## config.mk

```make
export PLATFORM = sky130hd
export DESIGN_NAME = display_scanner
export DESIGN_NICKNAME = d
export VERILOG_FILES = /design/src/rtl/display_scanner.sv
export SDC_FILE = /design/constraint.sdc
export NUM_CORES = 1
export LEC_CHECK = 0
export BUFFER_PORTS_ARGS = -buffer_cell sky130_fd_sc_hd__buf_2
export CORE_UTILIZATION = 60
export DETAILED_ROUTE_END_ITERATION = 6
export PLACE_DENSITY = 0.92
export REMOVE_ABC_BUFFERS = 1
export SLEW_MARGIN = 20
export SYNTH_ARGS = -nofsm -noshare
export SYNTH_HDL_FRONTEND = slang
export SYNTH_SLANG_ARGS = --single-unit
```

## constraint.sdc

```tcl
create_clock -name clk -period 3.32 [get_ports clk]
set_clock_uncertainty 0.05 [all_clocks]
set_input_delay 0.498 -clock clk [delete_from_list [all_inputs] [get_ports clk]]
set_output_delay 0.498 -clock clk [all_outputs]
set_load 0.01 [all_outputs]
```

## src/rtl/display_scanner.sv

```systemverilog
// display_scanner
// Drives a 6-digit multiplexed seven-segment display that shows HH.MM.SS
// from the clock core's binary time fields. One digit is enabled at a time
// and each digit is held for DIGIT_DIV cycles. The time fields are captured
// once per frame, so the tens and ones of a field always match. When a
// field is being edited, its two digits blink.
//
// Ports:
//   clk      - system clock; all state changes on the rising edge
//   reset    - asynchronous, active-low reset (0 = reset)
//   sec_in   - binary seconds (values above 59 are shown as dashes)
//   min_in   - binary minutes (values above 59 are shown as dashes)
//   hour_in  - binary hours (values above 23 are shown as dashes)
//   select   - field under edit: `SELECT_SEC, `SELECT_MIN or `SELECT_HOUR;
//              any other code selects no field
//   edit_en  - 1 = blink the selected field
//   seg_out  - active-high segments, bit0 = a ... bit6 = g (registered)
//   dp_out   - active-high decimal point after the MM and HH ones digits
//              (registered)
//   an_out   - active-low one-hot digit enable, bit0 = seconds ones ...
//              bit5 = hours tens (registered)

`ifndef SELECT_SEC
`define SELECT_SEC  2'd1
`endif
`ifndef SELECT_MIN
`define SELECT_MIN  2'd2
`endif
`ifndef SELECT_HOUR
`define SELECT_HOUR 2'd3
`endif

module display_scanner #(
  parameter int CLK_FREQ_HZ = 1000,
  parameter int DIGIT_HZ    = 500,
  parameter int BLINK_HZ    = 2
) (
  input  logic       clk,
  input  logic       reset,
  input  logic [5:0] sec_in,
  input  logic [5:0] min_in,
  input  logic [4:0] hour_in,
  input  logic [1:0] select,
  input  logic       edit_en,
  output logic [6:0] seg_out,
  output logic       dp_out,
  output logic [5:0] an_out
);

  localparam int DIGIT_DIV = CLK_FREQ_HZ / DIGIT_HZ;
  localparam int BLINK_DIV = CLK_FREQ_HZ / (2 * BLINK_HZ);
  localparam int DIGIT_W   = (DIGIT_DIV > 1) ? $clog2(DIGIT_DIV) : 1;
  localparam int BLINK_W   = (BLINK_DIV > 1) ? $clog2(BLINK_DIV) : 1;

  localparam logic [DIGIT_W-1:0] DIGIT_LAST = DIGIT_W'(DIGIT_DIV - 1);
  localparam logic [BLINK_W-1:0] BLINK_LAST = BLINK_W'(BLINK_DIV - 1);
  localparam logic [6:0]         SEG_DASH   = 7'h40;

  logic [DIGIT_W-1:0] digit_cnt;
  logic [2:0]         digit_idx;
  logic [BLINK_W-1:0] blink_cnt;
  logic               blink_on;
  logic [5:0]         sec_snap;
  logic [5:0]         min_snap;
  logic [4:0]         hour_snap;
  logic               first_cycle;
  logic [1:0]         select_prev;
  logic               edit_prev;

  logic               digit_wrap;
  logic               frame_wrap;
  logic               capture;
  logic               restart;
  logic               blink_wrap;
  logic [BLINK_W-1:0] blink_cnt_next;
  logic               blink_on_next;
  logic [6:0]         seg_next;
  logic [5:0]         field_mask;
  logic [5:0]         an_next;
  logic               dp_next;

  function automatic logic [6:0] seg_code(input logic [3:0] d);
    case (d)
      4'd0:    seg_code = 7'h3F;
      4'd1:    seg_code = 7'h06;
      4'd2:    seg_code = 7'h5B;
      4'd3:    seg_code = 7'h4F;
      4'd4:    seg_code = 7'h66;
      4'd5:    seg_code = 7'h6D;
      4'd6:    seg_code = 7'h7D;
      4'd7:    seg_code = 7'h07;
      4'd8:    seg_code = 7'h7F;
      4'd9:    seg_code = 7'h6F;
      default: seg_code = SEG_DASH;
    endcase
  endfunction

  // An out-of-range field shows a dash on both of its digits, never a
  // half-decoded number.
  function automatic logic [6:0] field_seg(input logic [5:0] v,
                                           input logic [5:0] max_v,
                                           input logic       tens);
    logic [3:0] t;
    logic [3:0] o;
    t = 4'(v / 6'd10);
    o = 4'(v % 6'd10);
    if (v > max_v)
      field_seg = SEG_DASH;
    else if (tens)
      field_seg = seg_code(t);
    else
      field_seg = seg_code(o);
  endfunction

  // The first clock after reset is not treated as a select/edit change:
  // there is no earlier value to compare against. On a restart, the divider
  // and the phase are reloaded together. This makes the field visible on
  // the same edge that the operator steps to it.
  always_comb begin
    digit_wrap = (digit_cnt == DIGIT_LAST);
    frame_wrap = digit_wrap && (digit_idx == 3'd5);
    capture    = frame_wrap || first_cycle;
    restart    = !first_cycle &&
                 ((select != select_prev) || (edit_en && !edit_prev));
    blink_wrap = (blink_cnt == BLINK_LAST);
    if (restart) begin
      blink_cnt_next = '0;
      blink_on_next  = 1'b1;
    end else if (blink_wrap) begin
      blink_cnt_next = '0;
      blink_on_next  = ~blink_on;
    end else begin
      blink_cnt_next = blink_cnt + 1'b1;
      blink_on_next  = blink_on;
    end
  end

  // The digit is decoded from the snapshot only, so the live inputs never
  // reach the display in the middle of a frame. Blanking uses the phase that
  // is registered on this same edge, so the blink starts and stops together
  // with the blink phase.
  always_comb begin
    seg_next = 7'h00;
    case (digit_idx)
      3'd0:    seg_next = field_seg(sec_snap, 6'd59, 1'b0);
      3'd1:    seg_next = field_seg(sec_snap, 6'd59, 1'b1);
      3'd2:    seg_next = field_seg(min_snap, 6'd59, 1'b0);
      3'd3:    seg_next = field_seg(min_snap, 6'd59, 1'b1);
      3'd4:    seg_next = field_seg({1'b0, hour_snap}, 6'd23, 1'b0);
      3'd5:    seg_next = field_seg({1'b0, hour_snap}, 6'd23, 1'b1);
      default: seg_next = 7'h00;
    endcase

    field_mask = 6'b000000;
    if (edit_en && !blink_on_next) begin
      case (select)
        `SELECT_SEC:  field_mask = 6'b000011;
        `SELECT_MIN:  field_mask = 6'b001100;
        `SELECT_HOUR: field_mask = 6'b110000;
        default:      field_mask = 6'b000000;
      endcase
    end

    an_next = ~(6'b000001 << digit_idx) | field_mask;
    dp_next = (digit_idx == 3'd2) || (digit_idx == 3'd4);
  end

  always_ff @(posedge clk or negedge reset) begin
    if (!reset) begin
      digit_cnt   <= '0;
      digit_idx   <= 3'd0;
      blink_cnt   <= '0;
      blink_on    <= 1'b1;
      sec_snap    <= 6'd0;
      min_snap    <= 6'd0;
      hour_snap   <= 5'd0;
      first_cycle <= 1'b1;
      select_prev <= 2'd0;
      edit_prev   <= 1'b0;
      seg_out     <= 7'h00;
      an_out      <= 6'b111111;
      dp_out      <= 1'b0;
    end else begin
      first_cycle <= 1'b0;
      select_prev <= select;
      edit_prev   <= edit_en;

      if (digit_wrap) begin
        digit_cnt <= '0;
        digit_idx <= (digit_idx == 3'd5) ? 3'd0 : digit_idx + 3'd1;
      end else begin
        digit_cnt <= digit_cnt + 1'b1;
      end

      blink_cnt <= blink_cnt_next;
      blink_on  <= blink_on_next;

      if (capture) begin
        sec_snap  <= sec_in;
        min_snap  <= min_in;
        hour_snap <= hour_in;
      end

      seg_out <= seg_next;
      an_out  <= an_next;
      dp_out  <= dp_next;
    end
  end

endmodule
```

==> flow_summary.toml, run 1 <==
[run_status]
status = "completed"

[synth]
synth_most_common_cell = "nand2_1"
synth_mux_area_frac = 0.0818
synth_simple_gate_area_share = 0.206
syn-cell-area_um2 = 3710
synthTopCellsByCount = "nand2_1 (41), dfrtp_1 (40), ha_1 (33), nor2_1 (33), a21oi_1 (29)"
synth_top_area_share = 0.269
yosysSeqAreaShare = 0.326
synthXorXnorAreaFrac = 0.0283
avgSynthCellArea_um2 = 8.54
synth.area.top_cells = "dfrtp_1 (27%), ha_1 (11%), mux2_2 (5.8%)"
ys_async_sr_fraction = 1.00
synth_top_area_cell = "dfrtp_1"
synth_fa_ha_area_frac = 0.111
synth_seq_cells = 48
synth_top_family_by_area = "simple AND/OR/NAND/NOR gates"
synth_edf_count = 0
synth_compound_area_frac = 0.198
yosys_warnings = 0
synth_flop_cell = "dfrtp_1"
post_synth_num_cell_types = 58
synth_cells = 435

[finish]
area_delta_synth_final_pct = 9.06
post-route-util = 0.680
drive_gt1_frac = 0.186
seq_area_um2 = 1210
antenna_cells = 0
stdcell_count = 537
fillers = 471
fin_area_um2 = 4050
fin_nets = 516
multi_input_area_um2 = 2340

[placement]
dp_cells = 529
post_dp_cell_area_um2 = 3950
port_buffers = 35
post-dp-hpwl_um = 5870
place_ws_ns = 0.111
routabilityCongestion = 0.882

[setup_path]
cp_top_family = "compound AO/OA/AOI/OAI gates"
critPathBufInv = 2
critPathMaxFanout = 8
ff2ff_path_depth = 12
rr_endpoint = "seg_out[4]$_DFF_PN0_"
cp-start-kind = "flop"
required_ns = 3.47
slowest_stage = "dfrtp_2"
worstPathArrival_ns = 3.21
crit_type = "reg2reg"
path_cells = "inv_2, ha_1, a221o_1, a22oi_2, nor2_1, o21ai_1, inv_1, ha_1, a21oi_1, o22ai_1, or3_1, a211o_1"
worstSetupEndpointType = "flop"
r2r_slack_ns = 0.26
crit_top_cell = "ha_1"
worstReg2RegStart = "sec_snap[4]$_DFFE_PN0P_"
max_stage_delay_ns = 0.43

[clock_network]
cts_buffers = 5
clk_latency_ns = 0.31
cts_tree = "yes"
ctsHtreeMaxLevel = 2
ctsResizeCount = 0
cts.path.max_buffers = 2
clkTransAtPathRegs_ns = 0.10
cts-root-buf = "clkbuf_8"
clkSinkCount = 48
cts_hold_buf = 0
cts_setup_buffers = 0

[routing]
num_vias = 3271
drtIter0Drc = 187
vias_per_cell = 6.09
final_antenna_net_count = 0
wire_per_inst_um = 14.9
drt_drc_violations_left = 0
drt-pass1-iter-count = 4
drt-total-wl_um = 8000

[floorplan]
start_util = 0.624
core.rowCount = 28
pin_count = 36
die_h_um = 80.7
die_x_um = 80.7
core_um2 = 5960
dieArea_um2 = 6510

[sta]
worst_slack_ns = 0.262
relSlewSlack = 0.506
worstMarginPinSlew_ns = 0.722
fin_hold_ws_ns = 0.131
min_period_ns = 3.06
setup_viol = 0
setup_tns_ns = 0
slew_violations = 0
hold_viol = 0
post-route-period-util = 0.921
fmax_ghz = 0.327

[global_route]
antenna_found_initial = 0
grt_overflow = 0
grtUsageTotal = 0.261
grt_first_pass_wirelength_um = 13100
grt_pass1_vias = 3017
grt_max_degree = 49

[run]
drv_cap = 0

[hold_path]
hold_path.class = "in2async"

[power]
p_leak_nw = 1.85
power_mw = 1.59
p_per_area_nw_per_um2 = 394
peakVddDrop_mv = 0.227
report_power, final:
group	internal [mW]	switching [mW]
combinational	0.240	0.306
clock	0.150	0.210
sequential	0.634	0.0557
cells in the final DEF (no fill, tap or decap), types with 8 or more instances in the layout:
cell / count
mux2i_1: 9
nor2_1: 33
o211ai_1: 8
nor3_1: 8
o21ai_0: 26
ha_1: 33
buf_2: 34
nand2b_1: 11
dfrtp_1: 39
mux2_2: 19
xnor2_1: 8
a31oi_1: 8
nand2_1: 41
dfstp_2: 8
nand3_1: 11
inv_1: 25
a21oi_1: 28
logic make-up (layout without fill, tap and decap cells):
kind of cell               Yosys count  count (layout)
muxes                               28              28
DFF                                 48              48
xor gates and xnor gates            12              12
buffers and inverters               47              74
and+or+nand+nor                    151             151
adders and majority gates           33              33
AOI/OAI and AO/OA                  115             115
other                                1               1
cell type report:
| type | count | share of cell area |
|---|---|---|
| Clock buffer | 5 | 0.0170 |
| Sequential cell | 48 | 0.299 |
| Inverter | 26 | 0.0241 |
| Timing Repair Buffer | 40 | 0.0531 |
| Clock inverter | 3 | 0.00525 |
| Multi-Input combinational cell | 340 | 0.578 |
| Tap cell | 75 | 0.0232 |
flip-flops by register name (all words and copies together) (netlist names):
| register | cells |
|---|---|
| an_out | 6 |
| blink_cnt | 8 |
| blink_on | 1 |
| digit_cnt | 1 |
| digit_idx | 3 |
| dp_out | 1 |
| edit_prev | 1 |
| first_cycle | 1 |
| hour_snap | 5 |
| min_snap | 6 |
| sec_snap | 6 |
| seg_out | 7 |
| select_prev | 2 |
metal layers:
metal	global-route usage	wire length, um	up-vias
met4	0.0821	166	0
met1	0.306	3380	1567
met5	0	0	-
met3	0.0580	407	22
met2	0.468	4040	90
li1	-	-	1592
worst max-delay path by stage:
stage / start / to / slack (ns) / cells after the start
final: sec_snap[4]$_DFFE_PN0P_ / seg_out[4]$_DFF_PN0_ / 0.26 / 12
after detailed placement: sec_snap[4]$_DFFE_PN0P_ / seg_out[4]$_DFF_PN0_ / 0.11 / 12
after CTS: sec_snap[4]$_DFFE_PN0P_ / seg_out[4]$_DFF_PN0_ / 0.08 / 12
after global routing: sec_snap[4]$_DFFE_PN0P_ / seg_out[5]$_DFF_PN0_ / -0.02 / 14
after floorplan: sec_snap[3]$_DFFE_PN0P_ / seg_out[4]$_DFF_PN0_ / 0.36 / 11
after global placement: sec_snap[4]$_DFFE_PN0P_ / seg_out[4]$_DFF_PN0_ / 0.25 / 12
No activity file was read; power rests on OpenSTA's default activity.
==> run 2, diff against run 1 <==
--- a/config.mk
+++ b/config.mk
@@ -5,7 +5,8 @@
 export SDC_FILE = /design/constraint.sdc
 export NUM_CORES = 1
 export LEC_CHECK = 0
-export BUFFER_PORTS_ARGS = -buffer_cell sky130_fd_sc_hd__buf_2
+export ABC_AREA = 1
+export BUFFER_PORTS_ARGS = -buffer_cell sky130_fd_sc_hd__buf_4
 export CORE_UTILIZATION = 60
 export DETAILED_ROUTE_END_ITERATION = 6
 export PLACE_DENSITY = 0.92
==> run 2 against run 1 <==
Via count shrank 3.2%. Synthesized cell count grew 7.8%. Highest routed layer unchanged. Hold slack got worse by 0.0027 ns. Largest cell class unchanged. Sequential power down 1%. Worst setup slack better by 0.40 ns. Sequential share of layout area up 0.70 points. Register-to-register slack better by 0.40 ns. Core utilization increased by 2.9 points. Die area fell by 5.8%. Total power up 13%. Flip-flop and latch count stayed put. Combinational power grew 23%.
==> flow_summary.toml, run 2 <==
[run_status]
status = "completed"

[floorplan]
start_util = 0.627
dieArea_um2 = 6130
core.rowCount = 27
pin_count = 36
die_h_um = 78.3
core_um2 = 5570
die_x_um = 78.3

[clock_network]
clkTransAtPathRegs_ns = 0.10
ctsResizeCount = 0
cts_tree = "yes"
cts_hold_buf = 0
clk_latency_ns = 0.32
cts.path.max_buffers = 2
clkSinkCount = 48
cts_buffers = 5
ctsHtreeMaxLevel = 2
cts_setup_buffers = 0
cts-root-buf = "clkbuf_8"

[finish]
layout_commonest_cell = "nand2_1"
drive_gt1_frac = 0.169
fin_nets = 563
antenna_cells = 0
biggestRegsByFlops = "blink_cnt x8, seg_out x7"
stdcell_count = 581
layout_common_cells = "nand2_1 (102), inv_1 (75), nand3_1 (53)"
largest_reg_flops = 8
post-route-util = 0.710
regMostFlops = "blink_cnt"
fin_area_um2 = 3960
area_delta_synth_final_pct = 13.2
fillers = 425

[placement]
place_ws_ns = 0.714
post_dp_cell_area_um2 = 3840
routabilityCongestion = 0.852
port_buffers = 35
dp_cells = 573
post-dp-hpwl_um = 6010

[setup_path]
max_stage_delay_ns = 0.44
crit_type = "reg2reg"
crit_top_cell = "nand2_2"
cp-start-kind = "flop"
worstSetupEndpointType = "flop"
critPathMaxFanout = 8
path_cells = "ha_1, inv_1, nand2_1, nand2_2, clkinv_1, nand2_2, nand2_2, nand2_2, nand2_4, inv_4, nand2_8, nand2_8, inv_1, ha_1, a21oi_1, o221ai_1, a21oi_1, nand3_1"
critPathBufInv = 4
worstPathArrival_ns = 2.79
required_ns = 3.45
worst-path-stages = 18
ff2ff_path_depth = 18
cp_top_family = "simple AND/OR/NAND/NOR gates"
slowest_stage = "dfrtp_1"

[routing]
drt-total-wl_um = 7690
drt-pass1-iter-count = 4
final_antenna_net_count = 0
vias_per_cell = 5.45
drt_drc_violations_left = 0
wire_per_inst_um = 13.2
drtIter0Drc = 158
num_vias = 3166

[sta]
relSlewSlack = 0.445
post-route-period-util = 0.801
min_period_ns = 2.66
rsz0062_at_grt = "no"
fmax_ghz = 0.376
hold_viol = 0
fin_hold_ws_ns = 0.128
worstMarginPinSlew_ns = 0.825
worst_slack_ns = 0.661
setup_tns_ns = 0
setup_viol = 0
slew_violations = 0

[synth]
synth_top_area_share = 0.286
synth_cells = 469
avgSynthCellArea_um2 = 7.45
synthTopCellsByCount = "nand2_1 (102), inv_1 (75), nand3_1 (53), dfrtp_1 (40), ha_1 (33)"
synth.area.top_cells = "dfrtp_1 (29%), ha_1 (12%), nand2_1 (11%)"
synth_edf_count = 0
synth_most_common_cell = "nand2_1"
synth_top_area_cell = "dfrtp_1"
synth_flop_cell = "dfrtp_1"
synth_seq_cells = 48
syn-cell-area_um2 = 3490
post_synth_num_cell_types = 41
ys_async_sr_fraction = 1.00
yosysSeqAreaShare = 0.347
yosys_warnings = 0

[global_route]
grt_overflow = 0
grt_pass1_vias = 3125
antenna_found_initial = 0
grt_first_pass_wirelength_um = 13500
grtUsageTotal = 0.279
grt_max_degree = 49

[run]
drv_cap = 0

[hold_path]
hold_path.class = "in2async"

[power]
peakVddDrop_mv = 0.273
power_mw = 1.80
p_per_area_nw_per_um2 = 454
p_leak_nw = 2.07
==> run 2: cell types whose count changed in the layout (fill, tap and decap cells not counted), moves of 18 or more <==
cell	previous run	this run
nand2_1	41	102
inv_1	25	75
buf_2	34	0
mux2_2	19	1
buf_4	6	37
nand3_1	11	53
==> run 2: final timing paths <==
check,end,slack [ns],startpoint
max,seg_out[4]$_DFF_PN0_,0.66,sec_snap[3]$_DFFE_PN0P_
min,blink_cnt[5]$_DFF_PN0_,0.13,reset
max reg2reg,seg_out[4]$_DFF_PN0_,0.66,sec_snap[3]$_DFFE_PN0P_
min reg2reg,digit_idx[0]$_DFFE_PN0P_,0.42,digit_cnt$_DFF_PN0_
max in group asynchronous,min_snap[0]$_DFFE_PN0P_,2.69,reset
min in group clk,edit_prev$_DFF_PN0_,0.24,edit_en
==> run 2: power breakdown <==
part / switching [mW] / leakage (nW) / internal, mW
Combinational: 0.425 / 1.44 / 0.243
Clock: 0.217 / 0.0548 / 0.227
Sequential: 0.0404 / 0.577 / 0.642
Total: 0.683 / 2.07 / 1.11
==> run 2: area by class of cell <==
cell class,count,area (um2),share of cell area
Multi-Input combinational cell,335,1950,0.494
Inverter,81,307,0.0775
Sequential cell,48,1210,0.306
Timing Repair Buffer,37,278,0.0702
Clock inverter,3,46.3,0.0117
Clock buffer,5,68.8,0.0174
Tap cell,72,90.1,0.0228
==> run 2: cell families after synthesis <==
kind of cell | synth area share
multiplexers | 0.00322
AND/OR/NAND/NOR | 0.310
flip-flops | 0.347
buffers and inverters | 0.0942
adder cells (fa/ha/maj) | 0.118
XOR/XNOR | 0.0175
AO/OA/AOI/OAI | 0.109
other | 0.00107
==> run 2: metal layers <==
metal | vias up | GRT usage | wire length [um]
met4 | 0 | 0.0944 | 173
li1 | 1583 | - | -
met1 | 1459 | 0.323 | 3320
met3 | 22 | 0.0477 | 368
met5 | - | 0 | 0
met2 | 102 | 0.516 | 3840
